[src/rtl/nerv_buttons.sv]
// Push-button peripheral: synchronizes and debounces up to 8 buttons and latches
// press/release events into sticky write-1-to-clear registers with a press interrupt.
module nerv_buttons #(
  parameter int                  NUM_BTNS        = 3,
  parameter int                  DEBOUNCE_CYCLES = 120000,
  parameter logic [NUM_BTNS-1:0] BTN_INVERT      = '0
) (
  input  logic                clock,
  input  logic                resetn,
  input  logic [NUM_BTNS-1:0] btn_in,
  input  logic                bus_valid,
  input  logic                bus_write,
  input  logic [1:0]          bus_addr,
  input  logic [31:0]         bus_wdata,
  output logic [31:0]         bus_rdata,
  output logic                bus_ready,
  output logic                irq
);

  localparam int CW = $clog2(DEBOUNCE_CYCLES + 1);
  localparam logic [CW-1:0] CNT_LAST = CW'(DEBOUNCE_CYCLES - 1);

  localparam logic [1:0] ADDR_STATE    = 2'd0;
  localparam logic [1:0] ADDR_PRESSED  = 2'd1;
  localparam logic [1:0] ADDR_RELEASED = 2'd2;
  localparam logic [1:0] ADDR_IRQ_EN   = 2'd3;

  logic [NUM_BTNS-1:0] s1;
  logic [NUM_BTNS-1:0] s2;
  logic [NUM_BTNS-1:0] stable;
  logic [NUM_BTNS-1:0] pressed;
  logic [NUM_BTNS-1:0] released;
  logic [NUM_BTNS-1:0] irq_en;
  logic [NUM_BTNS-1:0] accept;
  logic [NUM_BTNS-1:0] rise;
  logic [NUM_BTNS-1:0] fall;
  logic [NUM_BTNS-1:0] clr_pressed;
  logic [NUM_BTNS-1:0] clr_released;
  logic [CW-1:0]       cnt [NUM_BTNS];
  logic                access;
  logic                wr_access;
  logic [31:0]         rd_mux;
  logic                unused_wdata;

  assign unused_wdata = ^bus_wdata[31:NUM_BTNS];

  // A button is accepted on the edge its counter would reach DEBOUNCE_CYCLES.
  always_comb begin
    accept = '0;
    for (int i = 0; i < NUM_BTNS; i++) begin
      accept[i] = (s2[i] != stable[i]) && (cnt[i] == CNT_LAST);
    end
  end

  assign rise = accept & s2;
  assign fall = accept & ~s2;

  always_ff @(posedge clock or negedge resetn) begin
    if (!resetn) begin
      s1     <= '0;
      s2     <= '0;
      stable <= '0;
      for (int i = 0; i < NUM_BTNS; i++) begin
        cnt[i] <= '0;
      end
    end else begin
      s1 <= btn_in ^ BTN_INVERT;
      s2 <= s1;
      for (int i = 0; i < NUM_BTNS; i++) begin
        if (s2[i] == stable[i]) begin
          cnt[i] <= '0;
        end else if (accept[i]) begin
          stable[i] <= s2[i];
          cnt[i]    <= '0;
        end else begin
          cnt[i] <= cnt[i] + CW'(1);
        end
      end
    end
  end

  assign access    = bus_valid & ~bus_ready;
  assign wr_access = access & bus_write;

  always_comb begin
    clr_pressed  = '0;
    clr_released = '0;
    if (wr_access && bus_addr == ADDR_PRESSED) begin
      clr_pressed = bus_wdata[NUM_BTNS-1:0];
    end
    if (wr_access && bus_addr == ADDR_RELEASED) begin
      clr_released = bus_wdata[NUM_BTNS-1:0];
    end
  end

  always_comb begin
    rd_mux = '0;
    case (bus_addr)
      ADDR_STATE:    rd_mux[NUM_BTNS-1:0] = stable;
      ADDR_PRESSED:  rd_mux[NUM_BTNS-1:0] = pressed;
      ADDR_RELEASED: rd_mux[NUM_BTNS-1:0] = released;
      default:       rd_mux[NUM_BTNS-1:0] = irq_en;
    endcase
  end

  // New events are OR-ed in after the clear so a coincident event survives.
  always_ff @(posedge clock or negedge resetn) begin
    if (!resetn) begin
      pressed   <= '0;
      released  <= '0;
      irq_en    <= '0;
      bus_ready <= 1'b0;
      bus_rdata <= '0;
      irq       <= 1'b0;
    end else begin
      pressed   <= (pressed & ~clr_pressed) | rise;
      released  <= (released & ~clr_released) | fall;
      bus_ready <= access;
      irq       <= |(pressed & irq_en);
      if (wr_access && bus_addr == ADDR_IRQ_EN) begin
        irq_en <= bus_wdata[NUM_BTNS-1:0];
      end
      if (access && !bus_write) begin
        bus_rdata <= rd_mux;
      end
    end
  end

endmodule

[config.mk]
export PLATFORM = sky130hd
export DESIGN_NAME = nerv_buttons
export DESIGN_NICKNAME = d
export VERILOG_FILES = /design/src/rtl/nerv_buttons.sv
export SDC_FILE = /design/constraint.sdc
export NUM_CORES = 1
export LEC_CHECK = 0
export ABC_AREA = 1
export ABC_CLOCK_PERIOD_IN_PS = 1600
export BUFFER_PORTS_ARGS = -buffer_cell sky130_fd_sc_hd__buf_4
export CELL_PAD_IN_SITES_DETAIL_PLACEMENT = 0
export CELL_PAD_IN_SITES_GLOBAL_PLACEMENT = 1
export CORE_MARGIN = 3
export CORE_UTILIZATION = 41
export DETAILED_ROUTE_END_ITERATION = 10
export PLACE_DENSITY = 0.86
export SKIP_CTS_REPAIR_TIMING = 1
export SYNTH_ARGS = -nofsm -noshare
export SYNTH_HDL_FRONTEND = slang
export SYNTH_SLANG_ARGS = --single-unit
[constraint.sdc]
create_clock -name clock -period 1.6 [get_ports clock]
set_input_delay 0.16 -clock clock [delete_from_list [all_inputs] [get_ports clock]]
set_output_delay 0.16 -clock clock [all_outputs]
set_load 0.03 [all_outputs]
Word-level counts from Yosys, hierarchy flattened
Index checks and enable logic that the tools add are counted.
- add/sub/neg operators: 3
- multiply operators: 0
- divide/modulo/power cells: 0
- magnitude comparators: 0
- equal/unequal tests: 12
- shift-type cells: 0
- muxes and demuxes: 9
- bitwise gates (word level): 16
- reductions and logical operators: 13
- operator list (cell ; count):
    $mux 17 ; 6
    $add 17x1->17 const B ; 3
    $eq 17x17->1 const B ; 3
    $and 3x3->3 ; 5
    $not 3->3 ; 3
    $pmux 3 s3 ; 1
    $logic_and 1x1->1 ; 7
    $mux 3 ; 2
    $or 3x3->3 ; 2
    $reduce_and 2->1 ; 3
    $eq 2x2->1 const B ; 2
    $not 1->1 ; 4
    $eq 1x1->1 ; 3
    $ne 1x1->1 ; 3
    $reduce_or 3->1 ; 1
    $and 1x1->1 ; 2
    $eq 2x1->1 const B ; 1
    $logic_not 2->1 ; 1
    $logic_not 1->1 ; 1
- bits in registers: 74
- latch bits: 0
- memory bits (writable): 0
- ROM bits: 0
- input bits: 41
- output and inout port bits: 34
- logic and storage cells: 67
- memories kept: 0

Depth between registers and ports, before layout
- depth in word-level cells: 8
- gate-level depth with buffers: 8
- depth with buffers taken out: 8

Worst setup path before layout
Ideal clock, no wire load.
- path type: register to register
- from: register cnt[0] (netlist bit)
- to: register cnt[9] (netlist bit)
- library setup time: 0.119 ns
- data arrival time: 1.172 ns
- data required time: 1.481 ns
- path slack: 0.310 ns
- cell stages (with the launch flop): 8
- buffers on the path: 1
- clock period less this slack: 1.290 ns
- cells stage by stage: dfrtp_1 -> ha_1 -> nand3_1 -> nor2_1 -> nand3_2 -> nand2_2 -> buf_6 -> nor2_1
- word-level cells in the longest chain between the ends: 4
- elaborated cells on any way between the ends: 5
- those cells by class: add/sub (1); eq/ne (1); mux (2); reduce/logical (1)
- RTL lines (what ; RTL line ; source):
    start: declaration ; 39 ; logic [CW-1:0] cnt [NUM_BTNS];
    start signal: indexed assignment ; 76 ; cnt[i] <= cnt[i] + CW'(1);
    branches (longest 2 deep; another with $add 17x1->17) ; n/a ;
    $mux 17 (*) ; 72 ; end else if (accept[i]) begin
    $mux 17 (*) ; 70 ; if (s2[i] == stable[i]) begin
Every way passes the cells marked *.
A chain may end at the register's enable or synchronous reset.

Worst setup path in the final report
- from: register cnt[34] (netlist bit)
- to: register cnt[46] (netlist bit)
The elaborated chain is that of the path after synthesis.

==> impl_metrics.json <==
{
  "slew_violations": 0,
  "cap_viol_max_count": 0,
  "ys_seq_area_frac": 0.467,
  "grt_pass1_wl_mm": 13.0,
  "pwr-share-seq": 0.488,
  "r2r-start": "cnt[34]$_DFF_PN0_",
  "die-area_sq_um": 10900,
  "cts_buffer_depth": 2,
  "fin_nets": 575,
  "n_antenna_cell": 0,
  "synth-seq-cells": 74,
  "required_ns": 1.83,
  "synth_mux_area_frac": 0,
  "num_rows": 35,
  "grt.overflow.total": 0,
  "chipHeight_um": 104,
  "arrival_ns": 1.72,
  "via_per_inst": 4.49,
  "power_frac_clock": 0.406,
  "cts-buffers-inserted": 9,
  "drtAntennaViolNets": 0,
  "reg2reg_depth": 6,
  "gp_congestion": 0.861,
  "via_count": 2987,
  "synthSimpleGateAreaFrac": 0.300,
  "worstHoldStart": "bus_valid",
  "avgSynthCellArea_sq_um": 7.96,
  "grt_pass1_vias": 2853,
  "worstSetupPathType": "reg -> reg",
  "min_path_cells": 3,
  "hold_viol_final": 0,
  "antenna_found_initial": 0,
  "io_buffers": 16,
  "cts-htree-levels": 3,
  "period_needed_ns": 1.49,
  "grt_max_degree": 35,
  "synth_edf_count": 0,
  "rsz0062_at_grt": "no",
  "synth_top_family_by_area": "simple AND/OR/NAND/NOR gates",
  "synth_compound_area_frac": 0.0493,
  "wl_mm": 7.55,
  "critPathMaxFanout": 10,
  "fin_cells": 665,
  "synth_cell_types": 27,
  "syn_area_sq_um": 3960,
  "die_w_um": 104,
  "synthAdderAreaFrac": 0.00947,
  "yosys.area.top_type_share": 0.467,
  "grt_usage": 0.145,
  "p_leak_nw": 2.00,
  "timing.hold.ws_ns": 0.0966,
  "drc": 0,
  "routedWlPerCell_um": 11.3,
  "yosys.area_share.xor_xnor": 0.0641,
  "coreArea_sq_um": 9330,
  "setup_viol": 0,
  "clk_pin_slew_ns": 0.08,
  "intPower_mw": 3.12,
  "ys_warn_count": 0,
  "synth_area_leaders": "dfrtp_1 (47%), nor2_1 (10%), nand2_1 (8.7%)",
  "fmax_mhz": 670,
  "hold_class": "in -> reg",
  "start_util": 0.425,
  "dp_hpwl_mm": 5.62,
  "cts_root_buffer": "clkbuf_8",
  "outcome": "completed",
  "power.total_mw": 4.18,
  "clkSinkCount": 74,
  "pwr-share-comb": 0.105,
  "final_core_util": 0.478,
  "tritoncts": "yes",
  "synth_common_cells": "nor2_1 (108), nand2_1 (92), dfrtp_1 (74)",
  "skew_ns": 0.00733,
  "vdd_drop_max_uv": 533,
  "yosysTopAreaCell": "dfrtp_1",
  "swShare": 0.254,
  "io_pins": 75,
  "synthFlopType": "dfrtp_1",
  "tns_ns": 0,
  "startpoint": "cnt[34]$_DFF_PN0_",
  "clk_latency_ns": 0.34,
  "synthArstFlopShare": 1.00,
  "switchingPower_mw": 1.06,
  "drtIter0Drc": 96,
  "power_density_nw_per_um2": 938,
  "synth.most_common_cell": "nor2_1",
  "synth_cells": 498,
  "finalCritPeriodShare": 0.933,
  "syn_to_final_growth_pct": 12.5,
  "startpoint_type": "flop",
  "crit_path_end_kind": "flop",
  "first_pass_iters": 4,
  "final_layout_size_suffix_gt1_frac": 0.110,
  "placed_cells": 645
}
==> worst max-delay path, cell delays in order, from the launching register on <==
cell     delay, ns
dfrtp_1       0.41
ha_1          0.22
nand3_1       0.16
nor2_1        0.18
nand3_2       0.17
nand2_4       0.17
nor2_1        0.07
==> cells by family (layout without fill, tap and decap cells) <==
kind of cell,count (synthesis),after routing
fa+ha+maj,3,3
simple gates,271,271
xor+xnor,29,29
flops,74,74
compound gates,36,36
other cells,1,29
buf+inv,84,94
==> cell usage in the layout (no fill, tap or decap), types with 7 or more instances in the layout <==
cell	count
nor2_1	108
nand2_1	92
dfrtp_1	74
inv_1	53
nand3_1	32
conb_1	29
xor2_1	23
o21ai_0	20
buf_4	20
clkbuf_8	12
nand2_2	8
o21ai_1	7
==> sequential cells by signal (all words and copies together) (netlist names) <==
signal / cells
irq: 1
irq_en: 3
pressed: 3
cnt: 51
stable: 3
bus_rdata: 3
released: 3
s2: 3
bus_ready: 1
s1: 3
==> worst paths after layout <==
| check | to | slack (ns) |
|---|---|---|
| setup reg to reg | cnt[46]$_DFF_PN0_ | 0.11 |
| max in group asynchronous | cnt[1]$_DFF_PN0_ | 0.74 |
| setup / recovery | cnt[46]$_DFF_PN0_ | 0.11 |
| hold / removal | bus_ready$_DFF_PN0_ | 0.1 |
| min in group asynchronous | cnt[16]$_DFF_PN0_ | 0.32 |
| hold reg to reg | s2[1]$_DFF_PN0_ | 0.38 |
==> through the flow <==
| step | worst slack (ns) | area, sq um |
|---|---|---|
| after floorplan | 0.310 | 4070 |
| after global placement | 0.0853 | 4170 |
| after detailed placement | 0.0674 | 4170 |
| after CTS | 0.0504 | 4400 |
| after global routing | 0.00526 | 4460 |
| final | 0.107 | 4460 |
==> power by group through the flow <==
stage / Clock, mW / Combinational [mW] / Sequential [mW]
final: 1.70 / 0.440 / 2.04
after global routing: 1.84 / 0.492 / 2.06
after CTS: 1.75 / 0.438 / 2.04
after detailed placement: 0 / 0.436 / 2.08
after global placement: 0 / 0.431 / 2.08
after floorplan: 0 / 0.285 / 2.11
==> final cells by class <==
| class | instances | area (sq um) |
|---|---|---|
| clock buffer | 13 | 169 |
| timing repair buffer | 25 | 210 |
| fill | 910 | 4870 |
| multi-input combinational | 368 | 1800 |
| sequential | 74 | 1850 |
| clock inverter | 3 | 68.8 |
| inverter | 53 | 199 |
| tap | 129 | 161 |
==> routing by layer <==
layer / vias up / wire (um) / global-route usage
met3: 5 / 221 / 0.0416
met4: 0 / 64 / 0.0361
met5: - / 0 / 0
met2: 39 / 3490 / 0.232
li1: 1564 / - / -
met1: 1379 / 3770 / 0.194
Power figures use the tool's default switching activity.
